--- config.mk ---
export PLATFORM = sky130hd
export DESIGN_NAME = mic1_mem_ctrl
export DESIGN_NICKNAME = d
export VERILOG_FILES = /design/src/rtl/mic1_mem_ctrl.sv
export SDC_FILE = /design/constraint.sdc
export NUM_CORES = 1
export LEC_CHECK = 0
export CAP_MARGIN = 20
export CORE_UTILIZATION = 44
export DETAILED_ROUTE_END_ITERATION = 6
export PLACE_DENSITY = 0.95
export SETUP_SLACK_MARGIN = 0.1
export SLEW_MARGIN = 20
export SYNTH_ARGS = -nofsm -noshare
export SYNTH_HDL_FRONTEND = slang
export SYNTH_SLANG_ARGS = --single-unit
--- constraint.sdc ---
create_clock -name clk -period 4.4 [get_ports clk]
set_input_delay 0.66 -clock clk [delete_from_list [all_inputs] [get_ports clk]]
set_output_delay 0.66 -clock clk [all_outputs]
set_load 0.005 [all_outputs]
--- src/rtl/mic1_mem_ctrl.sv ---
// Arbiter and sequencer between the mic1 core, a host loader port and one
// shared single-port RAM. The core is stalled through run until its accesses finish.
module mic1_mem_ctrl #(
    parameter int ADDR_W      = 16,
    parameter int RAM_LATENCY = 1
) (
    input  logic              clk,
    input  logic              resetn,
    input  logic              go,
    input  logic [31:0]       core_addr,
    input  logic [31:0]       core_wdata,
    input  logic              core_read,
    input  logic              core_write,
    input  logic              core_fetch,
    input  logic [31:0]       core_addr_instr,
    output logic [31:0]       core_rdata,
    output logic [7:0]        core_rd_instr,
    output logic              run,
    input  logic              host_req,
    input  logic              host_we,
    input  logic [ADDR_W-1:0] host_addr,
    input  logic [31:0]       host_wdata,
    output logic [31:0]       host_rdata,
    output logic              host_ack,
    output logic              ram_en,
    output logic              ram_we,
    output logic [ADDR_W-1:0] ram_addr,
    output logic [31:0]       ram_wdata,
    input  logic [31:0]       ram_rdata
);
    localparam logic [2:0] S_IDLE   = 3'd0;
    localparam logic [2:0] S_ISSUE  = 3'd1;
    localparam logic [2:0] S_WAIT   = 3'd2;
    localparam logic [2:0] S_DONE   = 3'd3;
    localparam logic [2:0] S_HISSUE = 3'd4;
    localparam logic [2:0] S_HWAIT  = 3'd5;

    logic [2:0]        state;
    logic [2:0]        pend;      // {write, read, fetch} still to be serviced
    logic [ADDR_W-1:0] addr_q;
    logic [ADDR_W-1:0] iaddr_q;
    logic [1:0]        lane_q;
    logic [31:0]       wdata_q;
    logic [2:0]        cnt;
    logic              host_turn;
    logic              core_req;
    logic              core_grant;
    logic              host_grant;
    logic              lat_hit;
    logic              unused_addr_bits;

    assign core_req   = core_read | core_write | core_fetch;
    assign core_grant = go & core_req & ~(host_turn & host_req);
    // host_req is still high in the ack cycle; it must not start a second access
    assign host_grant = host_req & ~host_ack;
    assign lat_hit    = (cnt == 3'(RAM_LATENCY));
    assign unused_addr_bits = ^{core_addr[31:ADDR_W], core_addr_instr[31:ADDR_W+2]};

    always_comb begin
        run       = 1'b0;
        ram_en    = 1'b0;
        ram_we    = 1'b0;
        ram_addr  = '0;
        ram_wdata = '0;
        case (state)
            S_IDLE: run = go & ~core_req;
            S_ISSUE: begin
                ram_en = 1'b1;
                if (pend[2]) begin
                    ram_we    = 1'b1;
                    ram_addr  = addr_q;
                    ram_wdata = wdata_q;
                end else if (pend[1]) begin
                    ram_addr = addr_q;
                end else begin
                    ram_addr = iaddr_q;
                end
            end
            S_DONE: run = go;
            S_HISSUE: begin
                ram_en    = 1'b1;
                ram_we    = host_we;
                ram_addr  = host_addr;
                ram_wdata = host_wdata;
            end
            default: ;
        endcase
    end

    always_ff @(posedge clk) begin
        if (!resetn) begin
            state         <= S_IDLE;
            pend          <= '0;
            addr_q        <= '0;
            iaddr_q       <= '0;
            lane_q        <= '0;
            wdata_q       <= '0;
            cnt           <= '0;
            host_turn     <= 1'b0;
            host_ack      <= 1'b0;
            host_rdata    <= '0;
            core_rdata    <= '0;
            core_rd_instr <= '0;
        end else begin
            host_ack <= 1'b0;
            case (state)
                S_IDLE: begin
                    if (core_grant) begin
                        pend    <= {core_write, core_read, core_fetch};
                        addr_q  <= core_addr[ADDR_W-1:0];
                        iaddr_q <= core_addr_instr[ADDR_W+1:2];
                        lane_q  <= core_addr_instr[1:0];
                        wdata_q <= core_wdata;
                        state   <= S_ISSUE;
                    end else if (host_grant) begin
                        state <= S_HISSUE;
                    end
                end
                S_ISSUE: begin
                    if (pend[2]) begin
                        pend[2] <= 1'b0;
                        state   <= (pend[1] | pend[0]) ? S_ISSUE : S_DONE;
                    end else begin
                        cnt   <= 3'd1;
                        state <= S_WAIT;
                    end
                end
                S_WAIT: begin
                    if (lat_hit) begin
                        // read always precedes fetch, so pend[1] tells which one is in flight
                        if (pend[1]) begin
                            core_rdata <= ram_rdata;
                            pend[1]    <= 1'b0;
                            state      <= pend[0] ? S_ISSUE : S_DONE;
                        end else begin
                            core_rd_instr <= ram_rdata[8*lane_q +: 8];
                            pend[0]       <= 1'b0;
                            state         <= S_DONE;
                        end
                    end else begin
                        cnt <= cnt + 3'd1;
                    end
                end
                S_DONE: begin
                    host_turn <= host_req;
                    state     <= S_IDLE;
                end
                S_HISSUE: begin
                    host_turn <= 1'b0;
                    if (host_we) begin
                        host_ack <= 1'b1;
                        state    <= S_IDLE;
                    end else begin
                        cnt   <= 3'd1;
                        state <= S_HWAIT;
                    end
                end
                S_HWAIT: begin
                    if (lat_hit) begin
                        host_rdata <= ram_rdata;
                        host_ack   <= 1'b1;
                        state      <= S_IDLE;
                    end else begin
                        cnt <= cnt + 3'd1;
                    end
                end
                default: state <= S_IDLE;
            endcase
        end
    end
endmodule

# ---- Yosys cells after proc, flatten, opt, wreduce, memory -nomap -nowiden
# Index checks and enable logic that the tools add are counted.
dict set report op_classes {
  shifts 1
  reduce_logical 16
  mux 32
  n_bitwise 12
  addsub 1
  eq_ne 14
}
# cell count
set ops {}
lappend ops {{$pmux 32 s2} 1}
lappend ops {{$mux 16} 2}
lappend ops {{$mux 32} 1}
lappend ops {{$pmux 16 s2} 1}
lappend ops {{$shiftx 32x6->8} 1}
lappend ops {{$mux 3} 9}
lappend ops {{$pmux 3 s5} 1}
lappend ops {{$ne 2x2->1 const B} 7}
lappend ops {{$reduce_and 3->1} 4}
lappend ops {{$mux 2} 5}
lappend ops {{$pmux 1 s2} 5}
lappend ops {{$pmux 3 s3} 1}
lappend ops {{$reduce_and 4->1} 2}
lappend ops {{$eq 3x1->1 const B} 2}
lappend ops {{$eq 3x2->1 const B} 2}
lappend ops {{$eq 3x3->1 const B} 2}
lappend ops {{$reduce_and 2->1} 3}
lappend ops {{$reduce_bool 2->1} 3}
lappend ops {{$and 1x1->1} 5}
lappend ops {{$mux 1} 5}
lappend ops {{$not 1->1} 4}
lappend ops {{$pmux 2 s2} 1}
lappend ops {{$reduce_or 2->1} 2}
lappend ops {{$add 3x1->3 const B} 1}
lappend ops {{other kinds (4)} 6}
dict set report totals {
  reg_bits 149
  input_bits 184
  wordCells 90
  out_inout_bits 124
}

# ---- Depth between registers and ports, before layout
dict set report depth {
  word_depth 6
  ltp_mapped 9
  ltp_nobuf 7
}

# ---- Worst setup path after synthesis
# No wires, ideal clock.
dict set report synth_path {
  kind {input port to output port}
  startpoint {in core_write}
  endpoint {out run}
  n_path_buf 0
  path_slack_ns 2.293
  t_required_ns 3.740
  arrival_time_ns 1.447
  cell_stages 4
  path_cell_list {or3_4 nor3_1 a21oi_1 nor3b_1}
}
dict set report synth_via {
  elab_chain_cells 5
}
# element line_no
set synth_lines {}
lappend synth_lines {{start: declaration} 13} ;# input logic core_write,
lappend synth_lines {{$or 1x1->1 (2 in series)} 52} ;# assign core_req = core_read | core_write | core_fetch;
lappend synth_lines {{$not 1->1} 66} ;# S_IDLE: run = go & ~core_req;
lappend synth_lines {{$and 1x1->1} 66}
lappend synth_lines {{$pmux 1 s2} 65} ;# case (state)
lappend synth_lines {{end: declaration} 18} ;# output logic run,
# Every way passes these cells.

# ---- Worst setup path after layout
dict set report layout_path {
  startpoint {reg state[2]}
  endpoint {out ram_wdata[15]}
}
dict set report layout_via {
  elab_chain_cells 2
  word_cells_on_any_way 3
  classes_between {eq/ne: 2; mux: 1}
}
# element line_no
set layout_lines {}
lappend layout_lines {{start: declaration} 38} ;# logic [2:0] state;
lappend layout_lines {{start signal: assignment} 122} ;# state <= (pend[1] | pend[0]) ? S_ISSUE : S_DONE;
lappend layout_lines {{start signal: assignment} 134} ;# state <= pend[0] ? S_ISSUE : S_DONE;
lappend layout_lines {{$eq 3x3->1 / $eq 3x1->1 (equally long branches)} 65}
lappend layout_lines {{$pmux 32 s2 *} 65}
lappend layout_lines {{end: declaration} 28} ;# output logic [31:0] ram_wdata,
# Every way passes the cells marked *; elsewhere a longest branch is shown, timed or not.

==> impl_metrics.toml <==
[run_status]
status = "completed"

[clock_tree]
cts_buffers = 17
clkSlewWorstSetupHoldPaths_ns = 0.06
cts_sinks = 149
hold_buffers = 0
post_cts_resize_count = 0
clock_latency_ns = 0.42
tritoncts = "built"
cts.path.max_buffers = 2
post_cts_buffers = 0
cts_root_buf = "clkbuf_16"
cts.htree.levels = 4

[placed_design]
dpl_worst_slack_ns = 1.109
io_buffers = 277
dpl_cell_area_um2 = 9148
dp_cells = 1214
gp_congestion = 0.7917
dp_hpwl_um = 15110

[min_path]
hold_path.class = "reg2reg"
hold_end = "wdata_q[29]$_SDFFE_PN0P_"
holdPathStages = 2
worstHoldStart = "wdata_q[29]$_SDFFE_PN0P_"

[yosys]
syn-mean-instance-area_um2 = 7.820
yosysTopAreaCellShare_pct = 47.03
synthArstFlopShare_pct = 0
yosys_warnings = 0
synth_seq_cells = 149
syn_inst = 811
syn_area_um2 = 6342
ys_top_cells_by_count = "nand2_1 (306), a21oi_1 (155), dfxtp_1 (149)"
synthAdderAreaFrac_pct = 0.3946
synth-compound-area-share_pct = 19.61
yosysTopAreaCell = "dfxtp_1"
ys_types = 41
synth_mux_area_share_pct = 5.366
synth.area.top_cells = "dfxtp_1 (47%), nand2_1 (18%), a21oi_1 (12%), a22o_1 (4.4%), mux4_2 (2.8%)"
ys.flop_type = "dfxtp_1"
synth_top_family_by_area = "simple AND/OR/NAND/NOR gates"
synth_most_common_cell = "nand2_1"
synth_xor_area_share_pct = 0.1381
synth_edf_count = 0
ys_seq_area_share_pct = 47.03
yosys.area_share.simple_pct = 22.10
synth_nets = 997

[global_routing]
grt_pass1_vias = 6524
grt_max_degree = 84
grt_pass1_wl_um = 32630
track_usage_pct = 28.87
grt_overflow_total = 0
grt_antenna_before_repair = 1

[worst_setup_path]
arrival_ns = 3.13
slowest_delay_ns = 0.79
crit_chain = "clkinv_1, nor3_4, buf_4, a22o_1, clkdlybuf4s50_1"
crit_path_start_kind = "flip-flop"
regToRegStartpoint = "state[0]$_SDFFE_PN0P_"
r2r_end = "iaddr_q[2]$_SDFFE_PN0P_"
end_kind = "output port"
worstSetupPathType = "reg2out"
critical_path_required_ns = 3.74
r2r_cells = 4
r2r_slack_ns = 2.01
cp_max_fo = 34
cp_slowest_cell = "dfxtp_1"

[sta]
timing.final.crit_share_pct = 86.24
max_freq_mhz = 263.5
rsz0062_at_grt = "false"
fin_tns_setup_ns = 0
fin_ws_ns = 0.6054
tightest_slew_ns = 0.8879
relSlewSlack_pct = 40.81
hold_violations = 0
slew_violations = 0
clock-skew-final_ns = 0.01072
layout_min_cycle_time_ns = 3.795
finalSetupViolations = 0
holdWs_ns = 0.4531

[power_and_ir_drop]
fin_total_pwr_mw = 4.033
p_leak_nw = 3.435
max-vdd-ir-drop_mv = 0.2707
power_density_nw_per_um2 = 415.3

[die]
start_util_pct = 45.34
die_w_um = 122.1
core_region_area_um2 = 13990
die_h_um = 122.1
num_rows = 43
boundaryPins = 308
fp.dieArea_um2 = 14900

[layout]
n_fill_cell = 1036
fin_nets = 1239
fin_util_pct = 69.42
syn_to_final_growth_pct = 53.11
fin_cells = 1245
finalInstanceArea_um2 = 9711
antenna_cells = 0
drive_gt1_share_pct = 5.728

[detailed_routing]
drc = 0
dr_total_vias = 6813
viasPerCell = 5.472
finalWirelength_um = 21790
drt_first_pass_iters = 6
drt_first_iter_violations = 449
ant_nets = 0
routedWlPerCell_um = 17.50

[flow_run]
drv_cap = 0
[report_power, final]
group | switching [mW] | internal [mW]
clock network | 0.586 | 0.797
logic | 0.533 | 0.522
registers | 0.124 | 1.47
[flip-flops by register name, summed over array words and instances (netlist names)]
name and flops:
host_turn 1, pend 3, addr_q 16, core_rd_instr 8, host_rdata 32, host_ack 1
core_rdata 32, lane_q 2, wdata_q 32, iaddr_q 16, state 3, cnt 3
[layout by cell type, fill, tap and decap left out, types with 3 or more instances in the layout]
cell	synthesis	final
mux4_2	8	8
clkinv_4	0	3
buf_4	6	11
inv_1	6	5
clkbuf_16	0	17
clkinvlp_4	0	3
nand2b_1	3	3
inv_6	0	4
nand3_1	7	7
a21oi_1	155	155
nor3_1	4	4
nand2_1	306	306
mux2i_1	16	16
a22o_1	32	32
nor2_1	7	6
clkdlybuf4s50_1	0	277
dfxtp_1	149	149
o21ai_0	22	22
[worst max-delay path, delay by kind of cell (launching register included)]
kind,cells,cell delay [ns]
compound gates,1,0.22
buf+inv,3,1.44
flops,1,0.79
simple gates,1,0.24
[per-layer routing]
| layer | up-vias | routed length, um | part of all wire (%) | track usage [%] |
|---|---|---|---|---|
| li1 | 3210 | - | - | - |
| met1 | 3185 | 8012 | 37 | 30.97 |
| met2 | 370 | 10800 | 50 | 51.20 |
| met3 | 46 | 2297 | 11 | 9.925 |
| met4 | 2 | 667 | 3.1 | 12.35 |
| met5 | - | 11 | 0.050 | 0 |
[cell type report]
class / count / area, um^2 / area share (%)
flip-flops and latches: 149 / 2983 / 30.72
multi-input cells: 589 / 3035 / 31.26
clock inverters: 13 / 123.9 / 1.276
clock buffers: 18 / 439.2 / 4.523
well taps: 180 / 225.2 / 2.319
inverters: 7 / 28.78 / 0.2964
repair buffers: 289 / 2875 / 29.61
[worst max path at each step]
stage                          start            end  slack [ns]
6_report       state[2]$_SDFFE_PN0P_  ram_wdata[15]        0.61
2_1_floorplan             core_write            run        2.29
3_3_place_gp   state[2]$_SDFFE_PN0P_  ram_wdata[29]        1.13
3_5_place_dp   state[2]$_SDFFE_PN0P_  ram_wdata[30]        1.11
5_1_grt        state[2]$_SDFFE_PN0P_  ram_wdata[15]        0.46
4_1_cts        state[2]$_SDFFE_PN0P_  ram_wdata[15]        0.65
[kinds of logic (layout without fill, tap and decap cells)]
group | Yosys count | in the layout
flops | 149 | 149
xor+xnor | 1 | 1
compound gates | 219 | 219
simple gates | 343 | 343
fa+ha+maj | 2 | 2
mux | 24 | 24
buf+inv | 73 | 327
No activity file was read; power rests on OpenSTA's default activity.
